[src/rtl/crc_frame_ctrl.sv]
// crc_frame_ctrl: frame sequencer for a serial CCITT CRC LFSR.
// Takes DATA_W-bit words over valid/ready and feeds them one bit per clock
// into the LFSR. At frame end it captures the LFSR state and pulses done.
// Optional build macro CRC_CTRL_CHECK_EN adds crc_expect/crc_ok compare.
//
// state  | meaning
// IDLE   | waiting for start
// INIT   | one cycle, LFSR reinitialised (crc_enable+crc_init)
// LOAD   | s_ready high, waiting for the next word; LFSR holds
// SHIFT  | one bit per cycle into the LFSR
// SETTLE | LFSR holds the final value; capture it, pulse done next cycle
module crc_frame_ctrl #(
    parameter int DATA_W    = 8,
    parameter bit MSB_FIRST = 1'b1,
    parameter int CNT_W     = 16
) (
    input  logic              clk,
    input  logic              reset,
    input  logic              start,
    input  logic              abort,
    input  logic              s_valid,
    output logic              s_ready,
    input  logic [DATA_W-1:0] s_data,
    input  logic              s_last,
    output logic              crc_enable,
    output logic              crc_init,
    output logic              crc_data,
    input  logic [15:0]       crc_in,
    output logic [15:0]       crc_result,
    output logic              done,
    output logic              busy,
`ifdef CRC_CTRL_CHECK_EN
    input  logic [15:0]       crc_expect,
    output logic              crc_ok,
`endif
    output logic [CNT_W-1:0]  word_cnt
);

    // bit_cnt must stay at least one bit wide when DATA_W is 1
    localparam int BC_W = (DATA_W > 1) ? $clog2(DATA_W) : 1;

    typedef enum logic [2:0] {
        IDLE   = 3'd0,
        INIT   = 3'd1,
        LOAD   = 3'd2,
        SHIFT  = 3'd3,
        SETTLE = 3'd4
    } state_t;

    state_t            state, state_nxt;
    logic [DATA_W-1:0] shreg;
    logic [BC_W-1:0]   bit_cnt;
    logic              last_q;
    logic              head_bit;

    assign head_bit = MSB_FIRST ? shreg[DATA_W-1] : shreg[0];
    assign busy     = (state != IDLE);

    // State register
    always_ff @(posedge clk) begin
        if (reset) begin
            state <= IDLE;
        end else begin
            state <= state_nxt;
        end
    end

    // Next-state decode and LFSR/stream strobes; abort overrides any transition
    always_comb begin
        state_nxt  = state;
        s_ready    = 1'b0;
        crc_enable = 1'b0;
        crc_init   = 1'b0;
        crc_data   = 1'b0;
        case (state)
            IDLE: begin
                if (start && !abort) state_nxt = INIT;
            end
            INIT: begin
                crc_enable = 1'b1;
                crc_init   = 1'b1;
                state_nxt  = LOAD;
            end
            LOAD: begin
                s_ready = 1'b1;
                if (s_valid) state_nxt = SHIFT;
            end
            SHIFT: begin
                crc_enable = 1'b1;
                crc_data   = head_bit;
                if (bit_cnt == '0) state_nxt = last_q ? SETTLE : LOAD;
            end
            SETTLE: begin
                state_nxt = IDLE;
            end
            default: begin
                state_nxt = IDLE;
            end
        endcase
        if (abort && (state != IDLE)) state_nxt = IDLE;
    end

    // Word capture, bit serialisation, counters and result capture
    always_ff @(posedge clk) begin
        if (reset) begin
            shreg      <= '0;
            bit_cnt    <= '0;
            last_q     <= 1'b0;
            word_cnt   <= '0;
            crc_result <= 16'h0000;
            done       <= 1'b0;
`ifdef CRC_CTRL_CHECK_EN
            crc_ok     <= 1'b0;
`endif
        end else begin
            done <= 1'b0;
            case (state)
                INIT: begin
                    word_cnt <= '0;
`ifdef CRC_CTRL_CHECK_EN
                    crc_ok   <= 1'b0;
`endif
                end
                LOAD: begin
                    if (s_valid && !abort) begin
                        shreg   <= s_data;
                        last_q  <= s_last;
                        bit_cnt <= BC_W'(DATA_W - 1);
                        if (word_cnt != '1) word_cnt <= word_cnt + 1'b1;
                    end
                end
                SHIFT: begin
                    if (!abort) begin
                        shreg <= MSB_FIRST ? (shreg << 1) : (shreg >> 1);
                        if (bit_cnt != '0) bit_cnt <= bit_cnt - 1'b1;
                    end
                end
                SETTLE: begin
                    if (!abort) begin
                        crc_result <= crc_in;
                        done       <= 1'b1;
`ifdef CRC_CTRL_CHECK_EN
                        crc_ok     <= (crc_in == crc_expect);
`endif
                    end
                end
                default: begin
                end
            endcase
        end
    end

endmodule

[config.mk]
export PLATFORM = sky130hd
export DESIGN_NAME = crc_frame_ctrl
export DESIGN_NICKNAME = d
export VERILOG_FILES = /design/src/rtl/crc_frame_ctrl.sv
export SDC_FILE = /design/constraint.sdc
export NUM_CORES = 1
export LEC_CHECK = 0
export ABC_AREA = 1
export CAP_MARGIN = 20
export CORE_MARGIN = 3
export CORE_UTILIZATION = 39
export CTS_BUF_LIST = sky130_fd_sc_hd__clkbuf_8
export DETAILED_ROUTE_END_ITERATION = 10
export HOLD_SLACK_MARGIN = 0.06
export PLACE_DENSITY_LB_ADDON = 0.25
export SLEW_MARGIN = 0
export SYNTH_ARGS = -nofsm -noshare
export SYNTH_HDL_FRONTEND = slang
export SYNTH_SLANG_ARGS = --single-unit
[constraint.sdc]
create_clock -name clk -period 2.1 [get_ports clk]
set_input_delay 0.42 -clock clk [delete_from_list [all_inputs] [get_ports clk]]
set_output_delay 0.42 -clock clk [all_outputs]
set_load 0.01 [all_outputs]
==> summary.md <==
| Metric | Value |
|---|---|
| Status | completed |
| Final Hold Vio Count | 0 |
| Drt wl/cell | 11.5 µm |
| Synth cell types | 23 |
| EDFF count, synth | 0 |
| Critical path arrival | 1.59 ns |
| Final period util | 0.958 |
| Clock H-tree levels | 2 |
| Vias in the first global route | 2,466 |
| Final GP Congestion | 0.899 |
| Slew Limit Fails | 0 |
| Die Y | 86.0 µm |
| Post-route ant nets | 0 |
| HP Class | register to register |
| Peak Freq | 497 MHz |
| Internal | 1.36 mW |
| Peak supply drop | 0.310 mV |
| RSZ-0062 raised after global routing | no |
| CP Capture Type | primary output |
| Most common cell in the synthesized netlist | nand2_1 |
| Min Hold Slack | 0.477 ns |
| # setup viols final | 0 |
| Top cell type's share of synthesized area | 0.385 |
| Dpl cells | 531 |
| Worst path slowest cell | clkdlybuf4s50_1 |
| CP startpoint | state[2]$_SDFFE_PP0P_ |
| Synth Flop Type | dfxtp_1 |
| Ports | 68 |
| Critical Path Fanout Max | 12 |
| Vias | 2,600 |
| Top post-synthesis cells by area | dfxtp_1, nand2_1, nor2_1, inv_1, o21ai_0 |
| CTS sink cnt | 48 |
| Worst Setup Slack, final | 0.0887 ns |
| Synth Instances | 391 |
| #FFs+latches synth | 48 |
| Avg Cell Area, Syn | 6.39 µm² |
| # Max-Cap Violations | 0 |
| GRT Total Usage | 0.181 |
| Number of vias per cell | 4.81 |
| Worst reg-to-reg setup slack | 0.31 ns |
| Cts bufs inserted | 5 |
| Nets@finish | 498 |
| Core area | 6060 µm² |
| Horiz. Die Dim | 86.0 µm |
| Pre-CTS setup slack | 0.151 ns |
| Number of cells on the worst reg-to-reg path | 9 |
| Largest net degree at the start of global routing | 18 |
| Clock buffer depth | 2 |
| Total wire length | 6250 µm |
| Initial antenna violation count | 0 |
| Worst-path clk slew | 0.09 ns |
| Fraction of the yosys area taken by sequential cells | 0.385 |
| Clk_skew | 0.00800 ns |
| Core Rows | 28 |
| RR Startpoint | word_cnt[1]$_SDFFE_PP0P_ |
| Worst Tran Pin Value | 0.501 ns |
| First-pass GRT wire length | 11,000 µm |
| Share of layout cells above drive strength 1 | 0.0901 |
| Critical path buffer and inverter count | 3 |
| Mapped Nets | 424 |
| Input/output buffers | 67 |
| Switch Pwr | 515 µW |
| Delay-heaviest family, CP | buffers and inverters |
| Clock latency on the worst-skew pair | 0.30 ns |
| Ant diodes | 0 |
| Worst path depth | 5 |
| Crit-path max cell delay | 0.53 ns |
| Sw Ratio | 0.275 |
| Root Buffer | clkbuf_8 |
| Initial core utilization | 0.412 |
| DRT Pass-1 Iters | 4 |
| Non-Filler Instances | 541 |
| First DRT Iteration DRCs | 127 |
| Synthesis-to-finish area growth | 36.1% |
| Grt total ovfl | 0 |
| Worst EP required | 1.68 ns |
| Pleak | 1.36 nW |
| DP Wirelength | 4770 µm |
| DRC | 0 |
| Final setup TNS | 0 ns |
| Clock power frac | 0.316 |
| CTS tree | yes |
| Synthesized area | 2500 µm² |
| Pwr Total | 1.87 mW |
| Crit-path cells | inv_2 -> nand3_1 -> buf_4 -> nand2_1 -> clkdlybuf4s50_1 |
| Final core utilization | 0.561 |
| Final instance area | 3400 µm² |
| Post-synth top area cell | dfxtp_1 |
| PD cells | 551 nW/µm² |
| Combinational share of power | 0.182 |
| CP Class | register to primary output |
| Area after DPL | 3270 µm² |
| Commonest cells post-synth | nand2_1, nor2_1, dfxtp_1, inv_1, o21ai_0 |
| Reg power frac | 0.502 |
| Slew headroom | 0.665 |
| Async set-reset flop share out of synthesis | 0 |
| Crit Reg-Reg Endpoint | word_cnt[5]$_SDFFE_PP0P_ |
| Min Tclk post-route | 2.01 ns |
| Die ar. | 7400 µm² |
| Ys Warns | 0 |
| Critical Path Sink | crc_enable |
| CP Launch Type | register |
timing repair:
item,in CTS,in global routing
hold buffers,0,0
cloned,0,0
setup endpoints to repair,2,4
gates resized for setup,1,4
buffers inserted,2,0
state kept, by name, indices dropped and copies added, names as in the netlist:
name        count
bit_cnt         3
state           3
word_cnt       16
crc_result     16
done            1
last_q          1
shreg           8
worst register-to-register path, stage by stage (launching register included):
cell     delay [ns]
dfxtp_1        0.39
ha_1           0.22
nand2_2        0.08
nor2_2         0.16
nand2_1        0.14
nor2_2         0.15
nand2_2        0.21
nand2_4        0.18
nand2_1        0.06
a21oi_1        0.13
metal layers:
| metal | vias to the layer above | wire [µm] | global-route usage |
|---|---|---|---|
| met2 | 61 | 3060 | 0.313 |
| li1 | 1362 | - | - |
| met3 | 5 | 329 | 0.0307 |
| met5 | - | 0 | 0 |
| met1 | 1172 | 2800 | 0.232 |
| met4 | 0 | 57 | 0.0475 |
logic make-up after synthesis:
group / Yosys count / share of synthesized area
xor+xnor: 1 / 0.00351
flops: 48 / 0.385
buf+inv: 61 / 0.105
fa+ha+maj: 3 / 0.0150
simple gates: 225 / 0.380
compound gates: 53 / 0.112
layout make-up:
class / count / area, µm²
multi-input combinational: 282 / 1280
fill: 599 / 2660
sequential: 48 / 965
clock inverter: 2 / 15.0
timing repair buffer: 80 / 783
inverter: 48 / 180
clock buffer: 6 / 82.6
tap: 75 / 93.8
power by group through the flow:
| stage | clock (mW) | sequential (mW) | combinational [mW] |
|---|---|---|---|
| 2_1_floorplan | 0 | 0.961 | 0.186 |
| 3_3_place_gp | 0 | 0.959 | 0.333 |
| 3_5_place_dp | 0 | 0.960 | 0.338 |
| 4_1_cts | 0.610 | 0.939 | 0.340 |
| 5_1_grt | 0.634 | 0.942 | 0.384 |
| 6_report | 0.592 | 0.940 | 0.340 |
placed cells by master (no fill, tap or decap), drive strengths merged:
master	instances
inv	48
clkdlybuf4s50	66
ha	3
dlymetal6s2s	1
dfxtp	48
xor2	1
clkbuf	6
a31oi	7
nor3b	1
nor2	86
nand2	110
nand3b	2
o211ai	2
a21oi	11
o21ai	33
nand3	26
clkinvlp	2
buf	13
how the worst min path moves through the flow:
stage                                from  depth (start not counted)  slack (ns)                    end
detailed placement  shreg[2]$_SDFFE_PP0P_                          2        0.47  shreg[3]$_SDFFE_PP0P_
global placement    shreg[1]$_SDFFE_PP0P_                          2        0.46  shreg[2]$_SDFFE_PP0P_
finish                last_q$_SDFFE_PP0P_                          2        0.48  state[2]$_SDFFE_PP0P_
CTS                   last_q$_SDFFE_PP0P_                          2        0.48  state[2]$_SDFFE_PP0P_
floorplan             last_q$_SDFFE_PP0P_                          2        0.45  state[2]$_SDFFE_PP0P_
global route          last_q$_SDFFE_PP0P_                          2        0.50  state[2]$_SDFFE_PP0P_
No activity file was read; power rests on OpenSTA's default activity.
